## src/rtl/prog_ctr_stack_if.sv

```systemverilog
// rtl/prog_ctr_stack_if.sv - request/status bundle between sequencer and program counter
interface prog_ctr_stack_if #(
   parameter int PC_W  = 10,
   parameter int OFF_W = 8,
   parameter int SP_W  = 3
);
   logic             Stall;
   logic             Jen;
   logic [PC_W-1:0]  Jump;
   logic             Ben;
   logic [OFF_W-1:0] Offset;
   logic             Call;
   logic             Ret;
   logic [PC_W-1:0]  PC;
   logic             pc_done_flag;
   logic             fault;
   logic [SP_W-1:0]  sp;

   modport master (
      output Stall, Jen, Jump, Ben, Offset, Call, Ret,
      input  PC, pc_done_flag, fault, sp
   );

   modport slave (
      input  Stall, Jen, Jump, Ben, Offset, Call, Ret,
      output PC, pc_done_flag, fault, sp
   );
endinterface

```

## src/rtl/prog_ctr_stack.sv

```systemverilog
// rtl/prog_ctr_stack.sv - program counter with jump, relative branch and call/return stack
module prog_ctr_stack #(
   parameter int          PC_W        = 10,
   parameter int          OFF_W       = 8,
   parameter int          STACK_DEPTH = 4,
   parameter int unsigned DONE_ADDR   = 2**PC_W - 1
) (
   input logic              Clk,
   input logic              Reset,
   prog_ctr_stack_if.slave  bus
);
   localparam int              SP_W    = $clog2(STACK_DEPTH + 1);
   localparam logic [PC_W-1:0] DONE_PC = PC_W'(DONE_ADDR);
   localparam logic [SP_W-1:0] FULL_SP = SP_W'(STACK_DEPTH);

   logic [PC_W-1:0] pc_q, pc_d;
   logic [SP_W-1:0] sp_q, sp_d;
   logic            done_q, done_d;
   logic            fault_q, fault_d;
   logic [PC_W-1:0] stack_q [STACK_DEPTH];
   logic [PC_W-1:0] stack_d [STACK_DEPTH];

   logic [PC_W-1:0] pc_inc;
   logic [PC_W-1:0] off_ext;
   logic [PC_W-1:0] stack_top;

   always_comb begin
      pc_inc    = pc_q + PC_W'(1);
      off_ext   = PC_W'($signed(bus.Offset));
      stack_top = '0;
      for (int i = 0; i < STACK_DEPTH; i++) begin
         if (sp_q == SP_W'(i + 1)) stack_top = stack_q[i];
      end
   end

   // Priority chain: only the highest asserted request acts; done freezes everything.
   always_comb begin
      pc_d    = pc_q;
      sp_d    = sp_q;
      done_d  = done_q;
      fault_d = fault_q;
      stack_d = stack_q;
      if (!done_q && !bus.Stall) begin
         if (bus.Ret) begin
            if (sp_q != '0) begin
               pc_d = stack_top;
               sp_d = sp_q - SP_W'(1);
            end else begin
               fault_d = 1'b1;
               done_d  = 1'b1;
            end
         end else if (bus.Call) begin
            if (sp_q < FULL_SP) begin
               for (int i = 0; i < STACK_DEPTH; i++) begin
                  if (sp_q == SP_W'(i)) stack_d[i] = pc_inc;
               end
               sp_d = sp_q + SP_W'(1);
               pc_d = bus.Jump;
            end else begin
               fault_d = 1'b1;
               done_d  = 1'b1;
            end
         end else if (bus.Jen) begin
            pc_d = bus.Jump;
            if (bus.Jump == '0) done_d = 1'b1;
         end else if (bus.Ben) begin
            pc_d = pc_q + off_ext;
         end else if (pc_q == DONE_PC) begin
            done_d = 1'b1;
         end else begin
            pc_d = pc_inc;
         end
      end
   end

   always_ff @(posedge Clk) begin
      if (Reset) begin
         pc_q    <= '0;
         sp_q    <= '0;
         done_q  <= 1'b0;
         fault_q <= 1'b0;
      end else begin
         pc_q    <= pc_d;
         sp_q    <= sp_d;
         done_q  <= done_d;
         fault_q <= fault_d;
      end
   end

   // Stack contents are don't-care after reset; sp alone defines validity.
   always_ff @(posedge Clk) begin
      stack_q <= stack_d;
   end

   assign bus.PC           = pc_q;
   assign bus.sp           = sp_q;
   assign bus.pc_done_flag = done_q;
   assign bus.fault        = fault_q;
endmodule

```

## src/flat_wrapper.sv

```systemverilog
// flat-port wrapper written by rule: the top's interface ports become plain ports
module prog_ctr_stack_flat 
#(
   parameter int          PC_W        = 10,
   parameter int          OFF_W       = 8,
   parameter int          STACK_DEPTH = 4,
   parameter int unsigned DONE_ADDR   = 2**PC_W - 1
)
  (Clk, Reset, bus_Stall, bus_Jen, bus_Jump, bus_Ben, bus_Offset, bus_Call, bus_Ret, bus_PC, bus_pc_done_flag, bus_fault, bus_sp);
  prog_ctr_stack_if #(.PC_W(PC_W), .OFF_W(OFF_W), .SP_W(3)) bus_i ();
  input logic Clk;
  input logic Reset;
  input wire logic [$bits(bus_i.Stall)-1:0] bus_Stall;
  input wire logic [$bits(bus_i.Jen)-1:0] bus_Jen;
  input wire logic [$bits(bus_i.Jump)-1:0] bus_Jump;
  input wire logic [$bits(bus_i.Ben)-1:0] bus_Ben;
  input wire logic [$bits(bus_i.Offset)-1:0] bus_Offset;
  input wire logic [$bits(bus_i.Call)-1:0] bus_Call;
  input wire logic [$bits(bus_i.Ret)-1:0] bus_Ret;
  output wire logic [$bits(bus_i.PC)-1:0] bus_PC;
  output wire logic [$bits(bus_i.pc_done_flag)-1:0] bus_pc_done_flag;
  output wire logic [$bits(bus_i.fault)-1:0] bus_fault;
  output wire logic [$bits(bus_i.sp)-1:0] bus_sp;
  assign bus_i.Stall = bus_Stall;
  assign bus_i.Jen = bus_Jen;
  assign bus_i.Jump = bus_Jump;
  assign bus_i.Ben = bus_Ben;
  assign bus_i.Offset = bus_Offset;
  assign bus_i.Call = bus_Call;
  assign bus_i.Ret = bus_Ret;
  assign bus_PC = bus_i.PC;
  assign bus_pc_done_flag = bus_i.pc_done_flag;
  assign bus_fault = bus_i.fault;
  assign bus_sp = bus_i.sp;
  prog_ctr_stack #(.PC_W(PC_W), .OFF_W(OFF_W), .STACK_DEPTH(STACK_DEPTH), .DONE_ADDR(DONE_ADDR)) u_core (.Clk(Clk), .Reset(Reset), .bus(bus_i));
endmodule
```

## config.mk

```make
export PLATFORM = sky130hd
export DESIGN_NAME = prog_ctr_stack_flat
export DESIGN_NICKNAME = d
export VERILOG_FILES = /design/src/rtl/prog_ctr_stack_if.sv /design/src/rtl/prog_ctr_stack.sv /design/src/flat_wrapper.sv
export SDC_FILE = /design/constraint.sdc
export NUM_CORES = 1
export LEC_CHECK = 0
export ABC_CLOCK_PERIOD_IN_PS = 3250
export CAP_MARGIN = 0
export CORE_ASPECT_RATIO = 0.5
export CORE_MARGIN = 2
export CORE_UTILIZATION = 35
export CTS_CLUSTER_DIAMETER = 200
export CTS_CLUSTER_SIZE = 8
export DETAILED_ROUTE_END_ITERATION = 16
export PLACE_DENSITY_LB_ADDON = 0.12
export SLEW_MARGIN = 0
export SYNTH_ARGS = -nofsm -noshare
export SYNTH_HDL_FRONTEND = slang
export SYNTH_SLANG_ARGS = --single-unit
```

## constraint.sdc

```tcl
create_clock -name Clk -period 3.25 [get_ports Clk]
set_clock_uncertainty 0.15 [all_clocks]
set_input_delay 0.65 -clock Clk [delete_from_list [all_inputs] [get_ports Clk]]
set_output_delay 0.65 -clock Clk [all_outputs]
set_load 0.005 [all_outputs]
```

* Word level (Yosys, flattened, before mapping)
Index checks and enable logic that the tools add are counted.
** Word-level totals
- Input port bits :: 25
- Output and inout bits :: 15
- Flip-flop bits (word level) :: 55
- Word-level logic and storage cells :: 69
** Operators by class
- Bitwise operators :: 1
- Add/sub/neg operators :: 4
- Muxes and demuxes :: 25
- Order comparisons :: 1
- Equal/unequal tests :: 13
- Reductions and logical operators :: 17
** Operators with widths (number)
- 10-bit 2-to-1 mux :: 11
- 5-bit AND reduction :: 4
- 3-bit 2-to-1 mux :: 4
- 4-bit AND reduction :: 3
- 10-bit by 1-bit adder with 10-bit output (second input constant) :: 1
- 10-bit adder :: 1
- 10-bit == test (second input constant) :: 1
- 10-bit logical NOT :: 1
- 1-bit 2-to-1 mux :: 10
- 3-bit by 2-bit == test with 1-bit output (second input constant) :: 2
- 6-bit AND reduction :: 1
- 5-bit inequality test (second input constant) :: 1
- 2-bit inequality test (second input constant) :: 2
- 4-bit by 1-bit inequality test with 1-bit output (second input constant) :: 1
- 4-bit by 2-bit inequality test with 1-bit output (second input constant) :: 1
- 2-bit nonzero test :: 2
- 4-bit nonzero test :: 1
- 3-bit by 1-bit adder with 3-bit output (second input constant) :: 1
- 3-bit by 1-bit == test with 1-bit output (second input constant) :: 1
- 3-bit == test (second input constant) :: 1
- 3-bit logical NOT :: 1
- 3-bit less-than comparator (second input constant) :: 1
- 3-bit by 1-bit inequality test with 1-bit output (second input constant) :: 1
- 3-bit inequality test (second input constant) :: 1
- other kinds (6) :: 7

* Longest topological paths before layout
Gate-level depths: netlist of run 1.
- Depth in word-level cells :: 7
- Mapped depth :: 11
- Mapped depth without buffers :: 8

* Worst setup path before layout of run 1
No wires, ideal clock.
- Path kind :: input-to-reg
- From :: input bus_Offset[0]
- To :: register u_core.pc_q[6] (netlist: u_core.bus.PC[6])
- Path buffers :: 0
- Slack :: 592 ps
- Setup time :: 91 ps
- Stages on the path :: 8
- Arrival time :: 2417 ps
- Required time :: 3009 ps
- Cells stage by stage :: ha_1 -> fa_1 -> a211oi_2 -> nor3b_2 -> o21ai_1 -> a21oi_1 -> or4_1 -> a311oi_1
** On the way
- Longest elaborated chain between the ends :: 5
** Ends and longest elaborated chain
- start, declared :: line flat_wrapper.sv:17 : input wire logic [$bits(bus_i.Offset)-1:0] bus_Offset;
- 10-bit adder :: line prog_ctr_stack.sv:67 : pc_d = pc_q + off_ext;
- 10-bit 2-to-1 mux :: line prog_ctr_stack.sv:66 : end else if (bus.Ben) begin
- 10-bit 2-to-1 mux :: line prog_ctr_stack.sv:63 : end else if (bus.Jen) begin
- 10-bit 2-to-1 mux :: line prog_ctr_stack.sv:52 : end else if (bus.Call) begin
- 10-bit 2-to-1 mux :: line prog_ctr_stack.sv:44 : if (bus.Ret) begin
- end signal, assigned :: line prog_ctr_stack.sv:83 : pc_q <= pc_d;
- end, declared :: line prog_ctr_stack.sv:16 : logic [PC_W-1:0] pc_q, pc_d;
Every way passes these cells.
A chain may end at the register's enable or synchronous reset.

* Worst setup path in the final report of run 1
Ends and elaborated chain as after synthesis.

==> results of run 1 <==
layer usage:
layer / up-vias / track usage (%) / share of wire, %
met1: 1324 / 27.4 / 49
met3: 2 / 2.07 / 6.5
met4: 0 / 3.06 / 0.39
li1: 1293 / - / -
met2: 86 / 28.2 / 44
met5: - / 0 / 0
flip-flops by register name (all words and copies together) (netlist names):
name,flops
u_core.bus.sp,3
u_core.stack_q,40
u_core.bus.pc_done_flag,1
u_core.bus.PC,10
u_core.bus.fault,1
power groups by stage:
stage	registers, mW	clock network [mW]	logic (mW)
after detailed placement	0.840	0	0.393
final	0.825	0.539	0.398
after floorplan	0.833	0	0.235
after global placement	0.838	0	0.389
after global routing	0.830	0.564	0.440
after CTS	0.825	0.541	0.396
worst register-to-register path, cell delays in order, from the launching register on:
cell and delay [ns]:
sky130_fd_sc_hd__dfxtp_1 0.47, sky130_fd_sc_hd__ha_1 0.26, sky130_fd_sc_hd__nand2_1 0.18, sky130_fd_sc_hd__nor2_2 0.16, sky130_fd_sc_hd__xor2_1 0.49, sky130_fd_sc_hd__nor2_1 0.08, sky130_fd_sc_hd__or4_1 0.48, sky130_fd_sc_hd__a311oi_1 0.25
cell type report:
class / instances / area [um2]
multi-input combinational: 249 / 1580
inverter: 7 / 26.3
clock inverter: 2 / 17.5
clock buffer: 6 / 129
fill: 836 / 4890
sequential: 55 / 1500
tap: 117 / 146
timing repair buffer: 47 / 450
cell usage in the layout (no fill, tap or decap), types with 7 or more instances in the layout:
cell type	Yosys	final
sky130_fd_sc_hd__a211oi_1	7	7
sky130_fd_sc_hd__a21oi_1	31	31
sky130_fd_sc_hd__buf_4	0	8
sky130_fd_sc_hd__clkdlybuf4s50_1	0	39
sky130_fd_sc_hd__dfxtp_1	15	15
sky130_fd_sc_hd__edfxtp_1	40	40
sky130_fd_sc_hd__ha_1	16	16
sky130_fd_sc_hd__nand2_1	26	26
sky130_fd_sc_hd__nand3_1	17	17
sky130_fd_sc_hd__nor2_1	38	38
sky130_fd_sc_hd__o21ai_0	20	20
sky130_fd_sc_hd__xnor2_1	9	9
sky130_fd_sc_hd__xor2_1	8	8
per-stage QoR:
stage / utilization (%) / hold slack, ns / instance area [um2] / setup WS, ns / total power, mW
after floorplan: - / 0.310 / 3160 / 0.592 / 1.07
after global placement: 42.4 / 0.314 / 3700 / 0.0830 / 1.23
after detailed placement: 42.4 / 0.318 / 3700 / 0.0352 / 1.23
after CTS: 44.1 / 0.340 / 3850 / 0.331 / 1.76
after global routing: 44.1 / 0.359 / 3850 / 0.131 / 1.83
final: 44.1 / 0.333 / 3850 / 0.346 / 1.76
worst max path at each step:
stage | start | end | depth (start not counted) | slack [ns]
finish | bus_Offset[0] | u_core.bus.PC[6]$_SDFFE_PP0P_ | 9 | 0.35
global route | bus_Offset[0] | u_core.bus.PC[6]$_SDFFE_PP0P_ | 9 | 0.13
CTS | bus_Offset[0] | u_core.bus.PC[6]$_SDFFE_PP0P_ | 9 | 0.33
detailed placement | bus_Offset[0] | u_core.bus.PC[6]$_SDFFE_PP0P_ | 9 | 0.04
global placement | bus_Offset[0] | u_core.bus.PC[6]$_SDFFE_PP0P_ | 9 | 0.08
floorplan | bus_Offset[0] | u_core.bus.PC[6]$_SDFFE_PP0P_ | 8 | 0.59
cells by family after synthesis:
group | Yosys count | share of synthesized area, %
AO/OA/AOI/OAI | 90 | 17.7
XOR/XNOR | 17 | 4.71
buffers and inverters | 21 | 2.61
AND/OR/NAND/NOR | 124 | 20.3
multiplexers | 1 | 0.316
flip-flops | 55 | 47.4
adder cells (fa/ha/maj) | 17 | 6.96
==> flow_metrics.py, run 1 <==
metrics = {
    "outcome": {
        "run_status": "complete, no violations",
    },
    "global_route": {
        "global_route_wire_length_before_repair_mm": 14.1,
        "pin_count_of_the_biggest_net_entering_global_routing": 20,
        "grt-ovfl-total": 0,
        "grtUsageTotal_pct": 18.0,
        "antenna_found_initial": 0,
        "first_global_vias": 2612,
    },
    "job": {
        "maxcap_viol_count": 0,
    },
    "timing": {
        "clock.fmax_ghz": 0.344,
        "share_of_the_cycle_needed_by_the_critical_path_after_routing_pct": 89.4,
        "maxSlewViolCount": 0,
        "minimum_clock_period_ns": 2.90,
        "setup_total_negative_slack_ns": 0,
        "max-slew-margin-rel_pct": 50.8,
        "worst_slew_pin_slew_ns": 0.736,
        "hold_viol_final": 0,
        "setup_viol": 0,
        "unrepaired_setup_endpoints_after_global_routing": "false",
    },
    "worst_setup_path": {
        "r2r_slack_ns": 0.65,
        "regToRegEndpoint": "u_core.bus.PC[6]$_SDFFE_PP0P_",
        "end_kind": "register",
        "worst_setup_path_start_kind": "primary input",
        "critPathMaxStageDelay_ns": 0.42,
        "arrival_ns": 2.96,
        "r2r_cells": 7,
        "crit_required_ns": 3.31,
        "cp_delay_by_family_top": "compound AO/OA/AOI/OAI gates",
        "critical_path.n_buffers_inverters": 1,
        "worst-path-max-fanout": 3,
        "timing.critical_path.slowest_stage_cell": "sky130_fd_sc_hd__fa_1",
        "crit_path_cell_trace": "clkdlybuf4s50_1, ha_1, fa_1, a211oi_2, nor3b_2, o21ai_1, a21oi_1, or4_1, a311oi_1",
        "r2r-start": "u_core.bus.PC[0]$_SDFFE_PP0P_",
        "timing.setup.critical_path_class": "in2reg",
    },
    "synth": {
        "async_set_or_reset_register_ratio_after_synthesis_pct": 0,
        "synth.cell_area_um2": 3160,
        "netlist_instances": 325,
        "synthDominantAreaCellType": "sky130_fd_sc_hd__edfxtp_1",
        "synth.yosys.seq_area_share_pct": 47.4,
        "synth-edff-count": 40,
        "postSynthRegisterBits": 55,
        "synth_flop_cell": "sky130_fd_sc_hd__edfxtp_1",
        "fraction_of_post_synthesis_cell_area_in_the_top_cell_type_by_area_pct": 38.0,
        "synth_area_leaders": "sky130_fd_sc_hd__edfxtp_1 (38%), sky130_fd_sc_hd__dfxtp_1 (9.5%), sky130_fd_sc_hd__ha_1 (6.3%)",
        "syn-mean-instance-area_um2": 9.74,
        "yosysMostFrequentCell": "sky130_fd_sc_hd__edfxtp_1",
        "synth.yosys.warnings": 0,
        "synthesis.nets": 367,
        "most_numerous_cell_types_in_the_synthesized_netlist": "sky130_fd_sc_hd__edfxtp_1 (40), sky130_fd_sc_hd__nor2_1 (38), sky130_fd_sc_hd__a21oi_1 (31)",
        "synth.lib_cells_used.distinct": 51,
    },
    "routing": {
        "drt-wirelength-per-cell_um": 18.0,
        "drt_pass1_iterations": 5,
        "overall_via_count_from_detail_route": 2705,
        "post_drt_via_cell_ratio": 5.60,
        "post_detailed_route_count_of_antenna_violating_nets": 0,
        "drt_first_iter_violations": 257,
        "drc": 0,
        "wirelength_mm": 8.69,
    },
    "clock_network": {
        "clock_sinks": 55,
        "cts_post_setup_buffers_inserted": 0,
        "clkLatencyLatePin_ns": 0.29,
        "clkTransAtPathRegs_ns": 0.07,
        "cts.repair.resized": 0,
        "htree_levels": 2,
        "clockRootBuffer": "sky130_fd_sc_hd__clkbuf_16",
        "post_cts_hold_buffer_count": 0,
        "cts_max_path_buffers": 2,
        "cts_buffers": 5,
        "cts_tree": "done",
    },
    "die": {
        "row_count": 24,
        "start_util_pct": 36.2,
        "die_area_um2": 9860,
        "floorplan.die.height_um": 71.2,
        "ios": 40,
        "placeable_core_region_um2": 8740,
        "fp.dieW_um": 138,
    },
    "power_and_ir_drop": {
        "power.share.switching_pct": 28.7,
        "power_switching_mw": 0.506,
        "pwr-share-clk_pct": 30.6,
        "power_leakage_nw": 1.35,
        "p_comb_share_pct": 22.6,
        "ir_drop_mv": 0.195,
        "power.density_cell_area_nw_per_um2": 457,
        "p_int_mw": 1.26,
        "power.sequential.fraction_pct": 46.8,
    },
    "cells_and_area": {
        "post_layout_nonfiller_instances": 483,
        "layout-drive-gt1-share_pct": 6.83,
        "final_net_count": 407,
        "antenna_cells_inserted": 0,
        "area_delta_synth_final_pct": 21.7,
    },
    "worst_hold_path": {
        "holdCritPathClass": "reg2reg",
        "min_from": "u_core.bus.fault$_SDFFE_PP0P_",
        "timing.hold.worst_endpoint": "u_core.bus.fault$_SDFFE_PP0P_",
        "hold-path-cell-count": 2,
    },
    "place": {
        "place_inst": 475,
        "globalplace.congestion": 0.890,
        "detailedPlacementHpwl_mm": 6.60,
        "portBuffers": 39,
    },
}
(Power assumes the default switching activity.)
==> run 2: changes to the inputs <==
--- a/config.mk
+++ b/config.mk
@@ -9,7 +9,7 @@
 export CAP_MARGIN = 0
 export CORE_ASPECT_RATIO = 0.5
 export CORE_MARGIN = 2
-export CORE_UTILIZATION = 35
+export CORE_UTILIZATION = 30
 export CTS_CLUSTER_DIAMETER = 200
 export CTS_CLUSTER_SIZE = 8
 export DETAILED_ROUTE_END_ITERATION = 16
==> run 2 against run 1 <==
  * Fmax hardly changed
  * Combinational power hardly changed
  * Sequential power hardly changed
  * Wire length is 4.3% higher
  * Non-clock buffer count is 2 lower
  * Flip-flop and latch count stayed put
  * Clock power is 3% higher
  * Final cell count is 4.3% higher
  * Critical endpoint unchanged
  * Largest cell class unchanged
  * Largest power group unchanged
  * Highest routed layer unchanged
==> flow_metrics.py, run 2 (same netlist as run 1, synthesis figures left out) <==
metrics = {
    "timing": {
        "minimum_clock_period_ns": 2.90,
        "max-slew-margin-rel_pct": 46.1,
        "hold_viol_final": 0,
        "clock.fmax_ghz": 0.344,
        "unrepaired_setup_endpoints_after_global_routing": "false",
        "maxSlewViolCount": 0,
        "worst_slew_pin_slew_ns": 0.805,
        "share_of_the_cycle_needed_by_the_critical_path_after_routing_pct": 89.3,
        "hold_ws_ns": 0.331,
        "setup_total_negative_slack_ns": 0,
        "setup_viol": 0,
    },
    "die": {
        "start_util_pct": 30.9,
        "floorplan.die.height_um": 76.6,
        "row_count": 26,
        "die_area_um2": 11400,
        "fp.dieW_um": 149,
        "ios": 40,
        "placeable_core_region_um2": 10200,
    },
    "cells_and_area": {
        "area_delta_synth_final_pct": 22.2,
        "most_common_cell_after_layout_fill_and_taps_aside": "sky130_fd_sc_hd__edfxtp_1",
        "layout.filler_cells": 1025,
        "layout-drive-gt1-share_pct": 6.59,
        "flip_flop_count_of_the_largest_register_all_copies_and_words_added": 40,
        "antenna_cells_inserted": 0,
        "register_containing_the_most_flip_flops_in_the_final_layout": "u_core.stack_q",
        "area_of_the_multi_input_gates_um2": 1580,
        "final_net_count": 405,
        "register_area_um2": 1500,
        "final_cell_mix": "sky130_fd_sc_hd__edfxtp_1 (40), sky130_fd_sc_hd__clkdlybuf4s50_1 (39), sky130_fd_sc_hd__nor2_1 (38)",
    },
    "routing": {
        "drt_pass1_iterations": 5,
        "post_drt_via_cell_ratio": 5.22,
        "post_detailed_route_count_of_antenna_violating_nets": 0,
        "overall_via_count_from_detail_route": 2629,
        "drt-wirelength-per-cell_um": 18.0,
        "wirelength_mm": 9.07,
        "drt_first_iter_violations": 176,
        "drc": 0,
    },
    "place": {
        "portBuffers": 39,
        "globalplace.congestion": 0.890,
        "detailedPlacementHpwl_mm": 6.76,
    },
    "global_route": {
        "grt-ovfl-total": 0,
        "first_global_vias": 2540,
        "grtUsageTotal_pct": 16.4,
        "pin_count_of_the_biggest_net_entering_global_routing": 21,
        "global_route_wire_length_before_repair_mm": 14.3,
        "antenna_found_initial": 0,
    },
    "clock_network": {
        "cts_buffers": 5,
        "clkTransAtPathRegs_ns": 0.07,
        "clkLatencyLatePin_ns": 0.29,
        "post_cts_hold_buffer_count": 0,
        "cts_max_path_buffers": 2,
        "cts_post_setup_buffers_inserted": 0,
        "clock_sinks": 55,
        "cts.repair.resized": 0,
        "cts_tree": "done",
        "clockRootBuffer": "sky130_fd_sc_hd__clkbuf_16",
        "htree_levels": 2,
    },
    "worst_setup_path": {
        "worst-path-max-fanout": 2,
        "timing.setup.critical_path_class": "in2reg",
        "crit_required_ns": 3.30,
        "end_kind": "register",
        "critical_path.n_buffers_inverters": 1,
        "crit_path_cell_trace": "clkdlybuf4s50_1, ha_1, fa_1, a211oi_2, nor3b_2, o21ai_1, a21oi_1, or4_1, a311oi_1",
        "cp_delay_by_family_top": "compound AO/OA/AOI/OAI gates",
        "r2r_slack_ns": 0.68,
        "worst_setup_path_start_kind": "primary input",
        "critPathMaxStageDelay_ns": 0.42,
        "arrival_ns": 2.95,
        "timing.critical_path.slowest_stage_cell": "sky130_fd_sc_hd__fa_1",
    },
    "power_and_ir_drop": {
        "ir_drop_mv": 0.193,
        "power_leakage_nw": 1.34,
        "power.density_cell_area_nw_per_um2": 459,
    },
    "outcome": {
        "run_status": "complete, no violations",
    },
    "job": {
        "maxcap_viol_count": 0,
    },
    "worst_hold_path": {
        "holdCritPathClass": "reg2reg",
    },
}
## run 2: cell types whose count changed in the layout (fill, tap and decap cells not counted)
cell                       change
sky130_fd_sc_hd__buf_4         -2
sky130_fd_sc_hd__clkbuf_1      -1
sky130_fd_sc_hd__clkinv_2      +1
sky130_fd_sc_hd__clkinv_4      -1
sky130_fd_sc_hd__inv_6         +1
## run 2: path summary, 6_finish.rpt
path	from	to	cells past startpoint
hold / removal	u_core.bus.fault$_SDFFE_PP0P_	u_core.bus.fault$_SDFFE_PP0P_	2
setup reg to reg	u_core.bus.PC[0]$_SDFFE_PP0P_	u_core.bus.PC[6]$_SDFFE_PP0P_	8
hold reg to reg	u_core.bus.fault$_SDFFE_PP0P_	u_core.bus.fault$_SDFFE_PP0P_	2
setup / recovery	bus_Offset[0]	u_core.bus.PC[6]$_SDFFE_PP0P_	9
## run 2: cell type report
type | instances | share of cell area (%)
clock buffer | 5 | 3.24
clock inverter | 3 | 0.583
inverter | 7 | 0.680
multi-input combinational | 249 | 40.9
sequential | 55 | 38.8
tap | 140 | 4.53
timing repair buffer | 45 | 11.3
## run 2: report_power, final
| group | switching (mW) | total, mW | internal [mW] |
|---|---|---|---|
| Clock | 0.263 | 0.553 | 0.289 |
| Sequential | 0.0384 | 0.827 | 0.789 |
| Combinational | 0.220 | 0.396 | 0.176 |
| Total | 0.521 | 1.78 | 1.25 |
## run 2: through the flow
step	setup WS (ns)	utilization, %	area, um2	std cells	power [mW]
after floorplan	0.592	-	3160	325	1.07
after global placement	0.0720	36.3	3720	496	1.23
after detailed placement	0.0569	36.3	3720	496	1.24
after CTS	0.347	37.7	3870	504	1.78
after global routing	0.121	37.7	3870	504	1.87
final	0.347	37.7	3870	504	1.78
## run 2: routing by layer
layer	vias up	GRT usage (%)	wire (um)
met3	5	1.80	318
met5	-	0	0
met1	1272	25.6	4810
met2	56	23.9	3860
li1	1296	-	-
met4	0	4.00	78
## run 2: worst register-to-register path, delay by kind of cell, from the launching register on
| family | cells | cell delay (ns) |
|---|---|---|
| compound gates | 4 | 0.78 |
| fa+ha+maj | 2 | 0.69 |
| simple gates | 2 | 0.49 |
| flops | 1 | 0.38 |
==> run 3: changes to the inputs <==
--- a/config.mk
+++ b/config.mk
@@ -14,6 +14,7 @@
 export CTS_CLUSTER_SIZE = 8
 export DETAILED_ROUTE_END_ITERATION = 16
 export PLACE_DENSITY_LB_ADDON = 0.12
+export SETUP_SLACK_MARGIN = 0.3
 export SLEW_MARGIN = 0
 export SYNTH_ARGS = -nofsm -noshare
 export SYNTH_HDL_FRONTEND = slang
==> run 3 against run 2 <==
  * Final area rose by 0.32%
  * Worst setup slack improved by 0.090 ns
  * Via count fell by 0.53%
  * Largest cell class unchanged
  * Final cell count did not move
  * Combinational power barely moved
  * First-iteration DRC count fell by 6.3%
  * Flip-flop and latch count did not move
  * Wire length rose by 0.28%
==> flow_metrics.py, run 3 (same netlist as run 1, synthesis figures left out) <==
metrics = {
    "outcome": {
        "run_status": "complete, no violations",
    },
    "timing": {
        "clock.fmax_ghz": 0.355,
        "unrepaired_setup_endpoints_after_global_routing": "false",
        "maxSlewViolCount": 0,
        "setup_viol": 0,
        "share_of_the_cycle_needed_by_the_critical_path_after_routing_pct": 86.6,
        "setup_total_negative_slack_ns": 0,
        "worst_slew_pin_slew_ns": 0.824,
        "minimum_clock_period_ns": 2.81,
        "hold_viol_final": 0,
        "setup_slack_ns": 0.437,
        "max-slew-margin-rel_pct": 44.9,
        "hold_ws_ns": 0.329,
    },
    "cells_and_area": {
        "finish.instance_area_um2": 3880,
        "final_cell_mix": "sky130_fd_sc_hd__edfxtp_1 (40), sky130_fd_sc_hd__clkdlybuf4s50_1 (39), sky130_fd_sc_hd__nor2_1 (38)",
        "register_containing_the_most_flip_flops_in_the_final_layout": "u_core.stack_q",
        "flip_flop_count_of_the_largest_register_all_copies_and_words_added": 40,
        "area_delta_synth_final_pct": 22.6,
        "post_layout_nonfiller_instances": 504,
        "most_common_cell_after_layout_fill_and_taps_aside": "sky130_fd_sc_hd__edfxtp_1",
        "layout-drive-gt1-share_pct": 7.42,
        "final_net_count": 405,
        "antenna_cells_inserted": 0,
    },
    "die": {
        "row_count": 26,
        "ios": 40,
        "fp.dieW_um": 149,
        "die_area_um2": 11400,
        "start_util_pct": 30.9,
        "placeable_core_region_um2": 10200,
        "floorplan.die.height_um": 76.6,
    },
    "place": {
        "place_inst": 496,
        "post_place_cell_area_um2": 3720,
        "portBuffers": 39,
        "worst_slack_at_placement_ns": 0.0569,
        "detailedPlacementHpwl_mm": 6.76,
        "globalplace.congestion": 0.890,
    },
    "routing": {
        "overall_via_count_from_detail_route": 2615,
        "post_detailed_route_count_of_antenna_violating_nets": 0,
        "drt-wirelength-per-cell_um": 18.0,
        "post_drt_via_cell_ratio": 5.19,
        "drc": 0,
        "drt_first_iter_violations": 165,
        "drt_pass1_iterations": 4,
        "wirelength_mm": 9.09,
    },
    "clock_network": {
        "cts_post_setup_buffers_inserted": 0,
        "clock_sinks": 55,
        "cts_buffers": 5,
        "clkTransAtPathRegs_ns": 0.07,
        "cts_tree": "done",
        "cts_max_path_buffers": 2,
        "htree_levels": 2,
        "clkLatencyLatePin_ns": 0.30,
        "clockRootBuffer": "sky130_fd_sc_hd__clkbuf_16",
    },
    "worst_setup_path": {
        "timing.setup.critical_path_class": "in2reg",
        "r2r_cells": 8,
        "crit_required_ns": 3.30,
        "setup.worst_path.start": "bus_Offset[0]",
        "worst_setup_path_start_kind": "primary input",
        "critical_path_depth": 9,
        "end_kind": "register",
        "regToRegEndpoint": "u_core.bus.PC[6]$_SDFFE_PP0P_",
        "r2r_slack_ns": 0.72,
        "arrival_ns": 2.87,
        "timing.critical_path.slowest_stage_cell": "sky130_fd_sc_hd__or4_1",
        "crit_path_cell_trace": "clkdlybuf4s50_1, ha_1, fa_2, a211oi_2, nor3b_2, o21ai_2, nor4b_1, or4_1, a311oi_2",
        "worst-path-max-fanout": 2,
        "r2r-start": "u_core.bus.PC[0]$_SDFFE_PP0P_",
        "cp_delay_by_family_top": "simple AND/OR/NAND/NOR gates",
        "critical_path.n_buffers_inverters": 1,
        "critPathMaxStageDelay_ns": 0.52,
        "cp-endpoint": "u_core.bus.PC[6]$_SDFFE_PP0P_",
    },
    "global_route": {
        "grt-ovfl-total": 0,
        "global_route_wire_length_before_repair_mm": 14.3,
        "first_global_vias": 2540,
        "antenna_found_initial": 0,
        "pin_count_of_the_biggest_net_entering_global_routing": 21,
        "grtUsageTotal_pct": 16.4,
    },
    "worst_hold_path": {
        "holdCritPathClass": "reg2reg",
        "min_from": "u_core.bus.fault$_SDFFE_PP0P_",
    },
    "power_and_ir_drop": {
        "power_leakage_nw": 1.34,
        "ir_drop_mv": 0.193,
        "power.density_cell_area_nw_per_um2": 459,
    },
    "job": {
        "maxcap_viol_count": 0,
    },
}
run 3: cell types whose count changed in the layout (fill, tap and decap cells not counted):
cell / change
sky130_fd_sc_hd__o21ai_2: +1
sky130_fd_sc_hd__fa_2: +1
sky130_fd_sc_hd__a311oi_2: +1
sky130_fd_sc_hd__a311oi_1: -1
sky130_fd_sc_hd__o21ai_1: -1
sky130_fd_sc_hd__fa_1: -1
run 3: what timing repair did:
item	in CTS	in global routing
resized for setup	0	3
hold buffers	0	0
endpoints found under the setup margin	0	1
run 3: worst reg2reg max path, stage by stage, from the launching register on:
cell and delay, ns:
sky130_fd_sc_hd__dfxtp_1 0.47, sky130_fd_sc_hd__ha_1 0.26, sky130_fd_sc_hd__fa_2 0.24, sky130_fd_sc_hd__a211oi_2 0.08
sky130_fd_sc_hd__nor3b_2 0.25, sky130_fd_sc_hd__o21ai_2 0.08, sky130_fd_sc_hd__nor4b_1 0.14, sky130_fd_sc_hd__or4_1 0.52
sky130_fd_sc_hd__a311oi_2 0.24
run 3: how the worst min path moves through the flow:
stage / depth (start not counted) / slack (ns) / end
3_5_place_dp: 2 / 0.32 / u_core.bus.fault$_SDFFE_PP0P_
3_3_place_gp: 2 / 0.32 / u_core.bus.fault$_SDFFE_PP0P_
4_1_cts: 2 / 0.34 / u_core.bus.fault$_SDFFE_PP0P_
6_report: 2 / 0.33 / u_core.bus.fault$_SDFFE_PP0P_
2_1_floorplan: 2 / 0.31 / u_core.bus.fault$_SDFFE_PP0P_
5_1_grt: 2 / 0.38 / u_core.bus.fault$_SDFFE_PP0P_
run 3: layout make-up:
class | instances | area, um2
Fill cell | 1026 | 6370
Multi-Input combinational cell | 249 | 1590
Sequential cell | 55 | 1500
Timing Repair Buffer | 45 | 435
Tap cell | 140 | 175
Clock buffer | 5 | 125
Inverter | 7 | 26.3
Clock inverter | 3 | 22.5
run 3: report_power, final:
part	switching, mW	internal [mW]	total (mW)
logic	0.220	0.177	0.398
registers	0.0384	0.789	0.827
clock network	0.267	0.290	0.557
run 3: layer usage:
layer  vias up  track usage (%)  wire [um]
li1       1297                -          -
met1      1255             25.6       4590
met2        59             23.9       3890
met3         4             1.80        533
met4         0             4.00         80
met5         -                0          0
run 3: stage by stage:
step           util, %  total power [mW]
2_1_floorplan        -              1.07
3_3_place_gp      36.3              1.23
3_5_place_dp      36.3              1.24
4_1_cts           37.7              1.78
5_1_grt           37.9              1.87
6_report          37.9              1.78
